--- config.mk ---
export PLATFORM = sky130hd
export DESIGN_NAME = si5338_init_seq
export DESIGN_NICKNAME = d
export VERILOG_FILES = /design/src/rtl/si5338_init_seq.sv
export SDC_FILE = /design/constraint.sdc
export NUM_CORES = 1
export LEC_CHECK = 0
export CAP_MARGIN = 0
export CORE_MARGIN = 5
export CORE_UTILIZATION = 39
export DETAILED_ROUTE_END_ITERATION = 10
export HOLD_SLACK_MARGIN = 0.05
export PLACE_DENSITY = 0.66
export SLEW_MARGIN = 20
export SYNTH_ARGS = -nofsm -noshare
export SYNTH_HDL_FRONTEND = slang
export SYNTH_SLANG_ARGS = --single-unit
--- constraint.sdc ---
create_clock -name CLK -period 5.3 [get_ports CLK]
set_input_delay 1.06 -clock CLK [delete_from_list [all_inputs] [get_ports CLK]]
set_output_delay 1.06 -clock CLK [all_outputs]
set_load 0.005 [all_outputs]
--- src/rtl/si5338_init_seq.sv ---
// Table-driven Si5338 init sequencer: fetches WRITE/RMW/POLL/END entries and runs them over the USR_* I2C master handshake.
// START to first USR_trig is 3 cycles; each transfer stalls until USR_end. SI5338_INIT_AUTOSTART_EN: start on reset release.
module si5338_init_seq #(
   parameter logic [7:0]  DEV_ID    = 8'h70,
   parameter int          TBL_AW    = 9,
   parameter int          RETRY_MAX = 3,
   parameter logic [15:0] POLL_MAX  = 16'd1000,
   parameter logic [15:0] POLL_GAP  = 16'd2000
) (
   input  logic              CLK,
   input  logic              RST,
   input  logic              START,
   output logic [TBL_AW-1:0] TBL_ADDR,
   input  logic [31:0]       TBL_DATA,
   output logic              USR_trig,
   output logic              USR_rnw,
   output logic [7:0]        USR_wrcyc,
   output logic [7:0]        USR_rdcyc,
   output logic [7:0]        USR_deivce_id,
   output logic [15:0]       USR_reg_addr,
   input  logic              USR_wvld,
   output logic [7:0]        USR_wdata,
   input  logic              USR_rvld,
   input  logic [7:0]        USR_rdata,
   input  logic              USR_error,
   input  logic              USR_end,
   output logic              BUSY,
   output logic              DONE,
   output logic              FAIL,
   output logic [TBL_AW-1:0] FAIL_IDX,
   output logic [1:0]        FAIL_CODE
);

   localparam logic [1:0] OP_WRITE = 2'b00;
   localparam logic [1:0] OP_RMW   = 2'b01;
   localparam logic [1:0] OP_POLL  = 2'b10;

   typedef enum logic [3:0] {
      S_IDLE, S_FETCH, S_DECODE, S_RD_TRIG, S_RD_WAIT, S_WR_TRIG,
      S_WR_WAIT, S_GAP, S_NEXT, S_FIN, S_ERR
   } state_t;

   typedef struct packed {
      logic [1:0] op;
      logic [7:0] addr;
      logic [7:0] data;
      logic [7:0] mask;
   } entry_t;

   state_t            state, state_nxt;
   entry_t            ent;
   logic [TBL_AW-1:0] idx;
   logic [7:0]        wbyte;
   logic [7:0]        rd;
   logic [7:0]        rd_now;
   logic [7:0]        retry_cnt;
   logic [15:0]       poll_cnt;
   logic [15:0]       gap_cnt;
   logic              start_eff;
   logic              retry_ok;
   logic              poll_hit;
   logic              poll_last;
   logic              gap_done;
   logic              unused_in;

`ifdef SI5338_INIT_AUTOSTART_EN
   logic auto_pend;

   always_ff @(posedge CLK) begin
      if (RST) auto_pend <= 1'b1;
      else     auto_pend <= 1'b0;
   end

   assign start_eff = START | auto_pend;
`else
   assign start_eff = START;
`endif

   // A read byte arriving with USR_end wins over any earlier captured byte
   assign rd_now    = USR_rvld ? USR_rdata : rd;
   assign retry_ok  = (32'(retry_cnt) < RETRY_MAX);
   assign poll_hit  = ((rd_now & ent.mask) == (ent.data & ent.mask));
   assign poll_last = (({1'b0, poll_cnt} + 17'd1) >= {1'b0, POLL_MAX});
   assign gap_done  = (({1'b0, gap_cnt} + 17'd1) >= {1'b0, POLL_GAP});
   assign unused_in = ^{USR_wvld, TBL_DATA[29:24]};

   always_ff @(posedge CLK) begin
      if (RST) state <= S_IDLE;
      else     state <= state_nxt;
   end

   always_comb begin
      state_nxt = state;
      case (state)
         S_IDLE:    if (start_eff) state_nxt = S_FETCH;
         S_FETCH:   state_nxt = S_DECODE;
         S_DECODE: begin
            case (TBL_DATA[31:30])
               OP_WRITE:       state_nxt = S_WR_TRIG;
               OP_RMW, OP_POLL: state_nxt = S_RD_TRIG;
               default:        state_nxt = S_FIN;
            endcase
         end
         S_RD_TRIG: state_nxt = S_RD_WAIT;
         S_RD_WAIT: begin
            if (USR_end) begin
               if (USR_error)            state_nxt = retry_ok ? S_RD_TRIG : S_ERR;
               else if (ent.op == OP_RMW) state_nxt = S_WR_TRIG;
               else if (poll_hit)        state_nxt = S_NEXT;
               else if (poll_last)       state_nxt = S_ERR;
               else                      state_nxt = S_GAP;
            end
         end
         S_WR_TRIG: state_nxt = S_WR_WAIT;
         S_WR_WAIT: begin
            if (USR_end) begin
               if (USR_error) state_nxt = retry_ok ? S_WR_TRIG : S_ERR;
               else           state_nxt = S_NEXT;
            end
         end
         S_GAP:     if (gap_done) state_nxt = S_RD_TRIG;
         S_NEXT:    state_nxt = (idx == {TBL_AW{1'b1}}) ? S_FIN : S_FETCH;
         S_FIN:     state_nxt = S_IDLE;
         S_ERR:     state_nxt = S_IDLE;
         default:   state_nxt = S_IDLE;
      endcase
   end

   always_comb begin
      USR_trig     = 1'b0;
      USR_rnw      = 1'b0;
      USR_wrcyc    = 8'd0;
      USR_rdcyc    = 8'd0;
      USR_reg_addr = 16'h0000;
      BUSY         = (state != S_IDLE);
      case (state)
         S_RD_TRIG, S_RD_WAIT: begin
            USR_trig     = (state == S_RD_TRIG);
            USR_rnw      = 1'b1;
            USR_rdcyc    = 8'd1;
            USR_reg_addr = {8'h00, ent.addr};
         end
         S_WR_TRIG, S_WR_WAIT: begin
            USR_trig     = (state == S_WR_TRIG);
            USR_wrcyc    = 8'd1;
            USR_reg_addr = {8'h00, ent.addr};
         end
         default: ;
      endcase
   end

   assign USR_wdata     = wbyte;
   assign USR_deivce_id = DEV_ID;
   assign TBL_ADDR      = idx;

   always_ff @(posedge CLK) begin
      if (RST) begin
         ent       <= '0;
         idx       <= '0;
         wbyte     <= 8'h00;
         rd        <= 8'h00;
         retry_cnt <= 8'd0;
         poll_cnt  <= 16'd0;
         gap_cnt   <= 16'd0;
         DONE      <= 1'b0;
         FAIL      <= 1'b0;
         FAIL_IDX  <= '0;
         FAIL_CODE <= 2'b00;
      end else begin
         case (state)
            S_IDLE: begin
               if (start_eff) begin
                  DONE      <= 1'b0;
                  FAIL      <= 1'b0;
                  FAIL_IDX  <= '0;
                  FAIL_CODE <= 2'b00;
                  idx       <= '0;
               end
            end
            S_DECODE: begin
               ent       <= {TBL_DATA[31:30], TBL_DATA[23:0]};
               retry_cnt <= 8'd0;
               poll_cnt  <= 16'd0;
               if (TBL_DATA[31:30] == OP_WRITE) wbyte <= TBL_DATA[15:8];
            end
            S_RD_WAIT: begin
               if (USR_rvld) rd <= USR_rdata;
               if (USR_end) begin
                  if (USR_error) begin
                     if (retry_ok) retry_cnt <= retry_cnt + 8'd1;
                     else          FAIL_CODE <= 2'b01;
                  end else if (ent.op == OP_RMW) begin
                     wbyte <= (rd_now & ~ent.mask) | (ent.data & ent.mask);
                  end else if (!poll_hit) begin
                     poll_cnt <= poll_cnt + 16'd1;
                     gap_cnt  <= 16'd0;
                     if (poll_last) FAIL_CODE <= 2'b10;
                  end
               end
            end
            S_WR_WAIT: begin
               if (USR_end && USR_error) begin
                  if (retry_ok) retry_cnt <= retry_cnt + 8'd1;
                  else          FAIL_CODE <= 2'b01;
               end
            end
            S_GAP:  gap_cnt <= gap_cnt + 16'd1;
            S_NEXT: if (idx != {TBL_AW{1'b1}}) idx <= idx + 1'b1;
            S_FIN:  DONE <= 1'b1;
            S_ERR: begin
               FAIL     <= 1'b1;
               FAIL_IDX <= idx;
            end
            default: ;
         endcase
      end
   end

endmodule
==> results of run 1 <==
[cell families (layout without fill, tap and decap cells)]
kind of cell	count (synthesis)	after routing	share of synthesized area
AOI/OAI and AO/OA	192	192	0.2089
xor gates and xnor gates	17	17	0.02427
adders and majority gates	9	9	0.01836
buffers and inverters	93	113	0.08056
DFF	108	108	0.3524
muxes	20	20	0.03304
other	2	30	0.001224
and+or+nand+nor	351	351	0.2813
[tightest hold or removal path, cell delays in order (launching register included)]
cell and delay (ns):
dfxtp_1 0.31, nand2_1 0.05, a21oi_1 0.05
[registers in the layout (all words and copies together), names as in the netlist]
signal	count
DONE	1
FAIL	1
FAIL_CODE	2
FAIL_IDX	9
TBL_ADDR	9
USR_wdata	8
ent	26
gap_cnt	16
poll_cnt	16
rd	8
retry_cnt	8
state	4
[area by class of cell]
| cell class | instances | area share |
|---|---|---|
| flip-flops and latches | 108 | 0.2997 |
| clock buffers | 11 | 0.03504 |
| multi-input cells | 619 | 0.4975 |
| inverters | 12 | 0.006245 |
| well taps | 211 | 0.03660 |
| clock inverters | 4 | 0.007632 |
| repair buffers | 86 | 0.1173 |
[path summary, 6_finish.rpt]
kind | slack [ns] | end
worst max-delay path | 1.70 | USR_reg_addr[1]
worst min-delay path | 0.45 | ent[18]$_SDFFE_PP0P_
worst min register to register | 0.45 | ent[18]$_SDFFE_PP0P_
worst max register to register | 2.04 | USR_wdata[6]$_SDFFE_PP0P_
[power by group]
part	switching (uW)	internal [uW]
Combinational	154	108
Clock	316	394
Sequential	30.6	837
[layer usage]
metal,up-vias,share of wire
li1,2827,-
met1,2621,0.45
met2,127,0.47
met3,8,0.066
met4,0,0.0083
met5,-,0
[stage by stage]
step                      total power, uW  setup WS (ns)
after floorplan                      1068          2.458
after global placement               1147          1.411
after detailed placement             1149          1.364
after CTS                            1856          1.707
after global routing                 1915          1.485
final                                1839          1.697
[synth_stat cells (3+ instances only)]
library cell / n
a2111oi_0: 3
a211oi_1: 5
a211oi_2: 4
a21o_1: 3
a21oi_1: 79
a21oi_2: 4
a22oi_1: 3
a311oi_1: 15
a31oi_1: 11
a32oi_1: 3
and2_1: 5
and3_1: 6
and4_1: 6
buf_2: 5
buf_4: 31
buf_6: 3
clkbuf_1: 40
dfxtp_1: 108
ha_1: 9
inv_1: 12
mux2i_1: 18
nand2_1: 138
nand2b_1: 15
nand3_1: 36
nand3b_1: 4
nand4_1: 8
nand4b_1: 4
nor2_1: 72
nor2b_1: 10
nor3_1: 14
nor4_1: 4
o211ai_1: 5
o21ai_0: 26
o21ai_1: 10
o31ai_1: 4
or3_1: 9
or4_1: 3
xnor2_1: 10
xor2_1: 7
==> out/results.txt, run 1 <==
clock root buffer: clkbuf_16
hold depth: 2
commonest non-fill, non-tap cells in the layout: nand2_1 (138), dfxtp_1 (108), clkdlybuf4s50_1 (81)
register area: 2162 sq um
Rows: 45
status: complete, no violations
busiest grt layer: met2
Post-Syn Instances: 792
first-pass GRT wire length: 25730 um
Initial Util: 0.4006
M3 GR Usage: 0.05609
Worst Setup Path Type: flop to output pin
Clock transition at path regs: 0.07 ns
clock tree buffer depth: 2
FF-to-FF path depth: 7
post-layout util: 0.4710
routed vias/inst: 5.312
Hold Violations, Final: 0
Chip Height: 135.4 um
core area: 15310 sq um
CTS tree: done
critical path capture point type: output pin
Top-Level Pins: 120
VDD IR-drop max: 0.1816 mV
Leak: 0.002442 uW
CP Launch Point: state[1]$_SDFFE_PP0P_
synthesized area per cell: 7.746 sq um
stages on the worst setup path: 5
DIE WIDTH: 135.4 um
period utilisation layout: 0.6798
Fmax: 277.6 MHz
crit path DAT: 2.54 ns
WL final: 15690 um
drt initial violations: 393
Nets: 892
vias in the first global route: 5232
CP bufs+invs: 1
Largest delay share family, worst path: simple AND/OR/NAND/NOR gates
Yosys top cell area share: 0.3524
final setup TNS: 0 ns
met2 usage: 0.2793
Hold Buf Count CTS: 0
crit-path cells: xnor2_1 > nor3b_1 > nor2_1 > nor2b_1 > clkdlybuf4s50_1
Worst setup SP type: flop
GR Util met1: 0.2176
Worst Tran Pin Value: 0.9892 ns
RR Startpoint: state[3]$_SDFFE_PP0P_
# clock sinks: 108
First-pass DRT Iterations: 5
HPWL Detailed: 10870 um
postcts setup bufs: 0
initial antenna violation count: 0
Ant. Diodes: 0
most common cell after layout, fill and taps aside: nand2_1
multi-input logic area: 3588 sq um
H-Tree Depth: 3
largest net degree at the start of global routing: 49
worst min path class: flop to flop
EDFF count, synth: 0
share of post-route cells with drive strength above 1: 0.05595
TritonCTS Buffers: 9
fin area: 7213 sq um
hold path start: ent[18]$_SDFFE_PP0P_
P per Cell Area: 255.0 nW/um^2
leading area contributor after synthesis: dfxtp_1
register bit count reported by yosys: 108
total number of vias: 5583
critical path's largest stage delay: 0.69 ns
hold_ws: 0.4501 ns
top cells by area, synth: dfxtp_1 (35%), nand2_1 (8.4%), a21oi_1 (6.4%), nor2_1 (4.4%), buf_4 (3.8%)
Final Setup Violations: 0
GRT Resource Usage Total: 0.1700
RSZ-0062 raised after global routing: no
Seq/Total Area, Yosys: 0.3524
Fill cells: 1563
Max-Cap Viols: 0
Synth-to-Final Area Change: 17.58%
# placed instances: 1036
Crit Path Max Fanout: 14
GRT overflow: 0
WL/cell: 14.93 um
number of standard cells in the final layout excluding fillers: 1051
Final ANT Viol Nets: 0
Primary FF master, synth: dfxtp_1
final RePlAce weighted congestion: 0.8567
port bufs: 82
relative slew slack: 0.3370
Syn Std Cell Area: 6135 sq um
post-cts sizing count: 0
synth unique cells: 70
asr flop ratio synth: 0
required time worst endpoint: 4.24 ns
drt drc: 0
Final Slew Violations: 0
post-layout minimum cycle time: 3.603 ns
clk_lat worst skew: 0.35 ns
Post-Route Skew: 0.008294 ns
placed inst area: 6905 sq um
total die area: 18340 sq um
CP max stage cell: dfxtp_1
Yosys warnings: 0
(Power assumes the default switching activity.)
==> run 2, diff against run 1 <==
clock period = 3.68 ns   (was 5.3 ns; I/O delays follow)
==> run 2 against run 1 <==
Effect of this change:
- cell count up 0.86%
- via count grew 0.29%
- clock skew is 0.0033 ns higher
- largest cell class unchanged
- sequential share of layout area decreased by 0.43 points
- core utilization increased by 0.68 points
- global-route usage increased by 0.53 points
- first-iteration DRC count down 1.3%
==> out/results.txt, run 2 (synthesized netlist as in run 1, its figures left out) <==
Crit Path Max Fanout: 15 (was 14)
Ant. Diodes: 0 (unchanged)
clock tree buffer depth: 2 (unchanged)
HPWL Detailed: 11140 um (was 10870 um)
Final ANT Viol Nets: 0 (unchanged)
routed vias/inst: 5.282 (was 5.312)
Fmax: 322.2 MHz
# clock sinks: 108 (unchanged)
Final Setup Violations: 0 (unchanged)
FF-to-FF path depth: 8 (was 7)
Worst Hold End: ent[18]$_SDFFE_PP0P_ (unchanged)
required time worst endpoint: 2.94 ns (was 4.24 ns)
critical path capture point type: output pin (unchanged)
Fill cells: 1582 (was 1563)
H-Tree Depth: 3 (unchanged)
drt drc: 0 (unchanged)
Leak: 0.002503 uW (was 0.002442 uW)
period utilisation layout: 0.8433
uppermost routed layer: met4 (unchanged)
clk_lat worst skew: 0.36 ns (was 0.35 ns)
clock root buffer: clkbuf_16 (unchanged)
final setup TNS: 0 ns (unchanged)
TritonCTS Buffers: 9 (unchanged)
CTS tree: done (unchanged)
largest net degree at the start of global routing: 36 (was 49)
post-cts sizing count: 0 (unchanged)
vias in the first global route: 5197 (was 5232)
drt initial violations: 388 (was 393)
Hold Violations, Final: 0 (unchanged)
max reg flops: 26 (unchanged)
P per Cell Area: 375.4 nW/um^2 (was 255.0 nW/um^2)
Initial Util: 0.4006 (unchanged)
post-layout minimum cycle time: 3.103 ns
most common cell after layout, fill and taps aside: nand2_1 (unchanged)
Worst setup SP type: flop (unchanged)
Worst Tran Pin Value: 0.8046 ns (was 0.9892 ns)
Nets: 901 (was 892)
initial antenna violation count: 0 (unchanged)
Chip Height: 135.4 um (unchanged)
core area: 15310 sq um (unchanged)
status: complete, no violations (unchanged)
hold path start: ent[18]$_SDFFE_PP0P_ (unchanged)
WL/cell: 14.88 um (was 14.93 um)
First-pass DRT Iterations: 5 (unchanged)
Biggest register: ent (unchanged)
M1 WL: 7363 um (was 7067 um)
GRT Resource Usage Total: 0.1753 (was 0.1700)
commonest non-fill, non-tap cells in the layout: nand2_1 (138), dfxtp_1 (108), clkdlybuf4s50_1 (81) (unchanged)
placed inst area: 6985 sq um (was 6905 sq um)
total die area: 18340 sq um (unchanged)
largest registers: ent (26), gap_cnt (16), poll_cnt (16) (unchanged)
crit path DAT: 2.37 ns (was 2.54 ns)
first-pass GRT wire length: 26280 um (was 25730 um)
worst min path class: flop to flop (unchanged)
RSZ-0062 raised after global routing: no (unchanged)
hold depth: 2 (unchanged)
met2 WL: 7177 um (was 7449 um)
Max-Cap Viols: 0 (unchanged)
r2r setup slk: 0.98 ns (was 2.04 ns)
share of post-route cells with drive strength above 1: 0.06360 (was 0.05595)
DIE WIDTH: 135.4 um (unchanged)
Top-Level Pins: 120 (unchanged)
postcts setup bufs: 0 (unchanged)
final RePlAce weighted congestion: 0.8286 (was 0.8567)
Worst Setup Path Type: flop to output pin (unchanged)
relative slew slack: 0.4497 (was 0.3370)
total number of vias: 5599 (was 5583)
worst flop-to-flop path endpoint: state[0]$_SDFFE_PP0P_ (was USR_wdata[6]$_SDFFE_PP0P_)
Post-Route Skew: 0.01164 ns (was 0.008294 ns)
WL final: 15780 um (was 15690 um)
port bufs: 82 (unchanged)
fin area: 7317 sq um (was 7213 sq um)
GRT overflow: 0 (unchanged)
metal3 WL: 1033 um (was 1042 um)
Synth-to-Final Area Change: 19.27% (was 17.58%)
Final Slew Violations: 0 (unchanged)
VDD IR-drop max: 0.2036 mV (was 0.1816 mV)
RR Startpoint: poll_cnt[0]$_SDFFE_PP0P_ (was state[3]$_SDFFE_PP0P_)
Hold Buf Count CTS: 0 (unchanged)
Clock transition at path regs: 0.08 ns (was 0.07 ns)
Rows: 45 (unchanged)
-- run 2: cell types whose count changed in the layout (fill, tap and decap cells not counted), sizes merged --
cell,previous run,this run
clkinv,0,1
bufinv,1,3
inv,14,12
buf,5,14
clkinvlp,1,0
-- run 2: power breakdown --
group	switching [uW]	total, uW	internal [uW]
registers	36.4	1240	1210
logic	236	403	167
clock network	438	1100	664
total	710	2750	2040
-- run 2: worst max-delay path, cell delays in order, from the launching register on --
cell	delay, ns
dfxtp_1	0.65
nor3b_1	0.42
nor2_1	0.24
nor2b_1	0.16
clkdlybuf4s50_1	0.54
-- run 2: cell type report --
type / count / area, sq um / area share
Multi-Input combinational cell: 619 / 3588 / 0.4904
Sequential cell: 108 / 2162 / 0.2955
Timing Repair Buffer: 95 / 925.9 / 0.1265
Tap cell: 211 / 264.0 / 0.03608
Clock buffer: 11 / 232.7 / 0.03181
Clock inverter: 4 / 98.84 / 0.01351
Inverter: 12 / 45.04 / 0.006156
-- run 2: stage by stage --
step,power (uW),worst slack (ns),util,cells,hold WS (ns)
2_1_floorplan,1538,1.162,-,820,0.4298
3_3_place_gp,1669,0.2700,0.4561,1045,0.4374
3_5_place_dp,1670,0.2199,0.4561,1045,0.4437
4_1_cts,2776,0.5417,0.4778,1060,0.4533
5_1_grt,2872,0.3603,0.4778,1060,0.4765
6_report,2747,0.5767,0.4778,1060,0.4511
-- run 2: metal layers --
layer | GRT usage | up-vias
met5 | 0 | -
met4 | 0.05935 | 0
met3 | 0.04495 | 14
met2 | 0.2757 | 140
met1 | 0.2341 | 2603
li1 | - | 2842
-- run 2: worst max path at each step --
| stage | start | cells past startpoint | end | slack [ns] |
|---|---|---|---|---|
| detailed placement | USR_rvld | 10 | poll_cnt[14]$_SDFFE_PP0P_ | 0.22 |
| CTS | state[2]$_SDFFE_PP0P_ | 5 | USR_reg_addr[4] | 0.54 |
| global route | state[2]$_SDFFE_PP0P_ | 5 | USR_reg_addr[4] | 0.36 |
| floorplan | USR_rvld | 10 | FAIL_CODE[1]$_SDFFE_PP0P_ | 1.16 |
| global placement | USR_rvld | 10 | poll_cnt[14]$_SDFFE_PP0P_ | 0.27 |
| finish | state[0]$_SDFFE_PP0P_ | 4 | USR_reg_addr[1] | 0.58 |
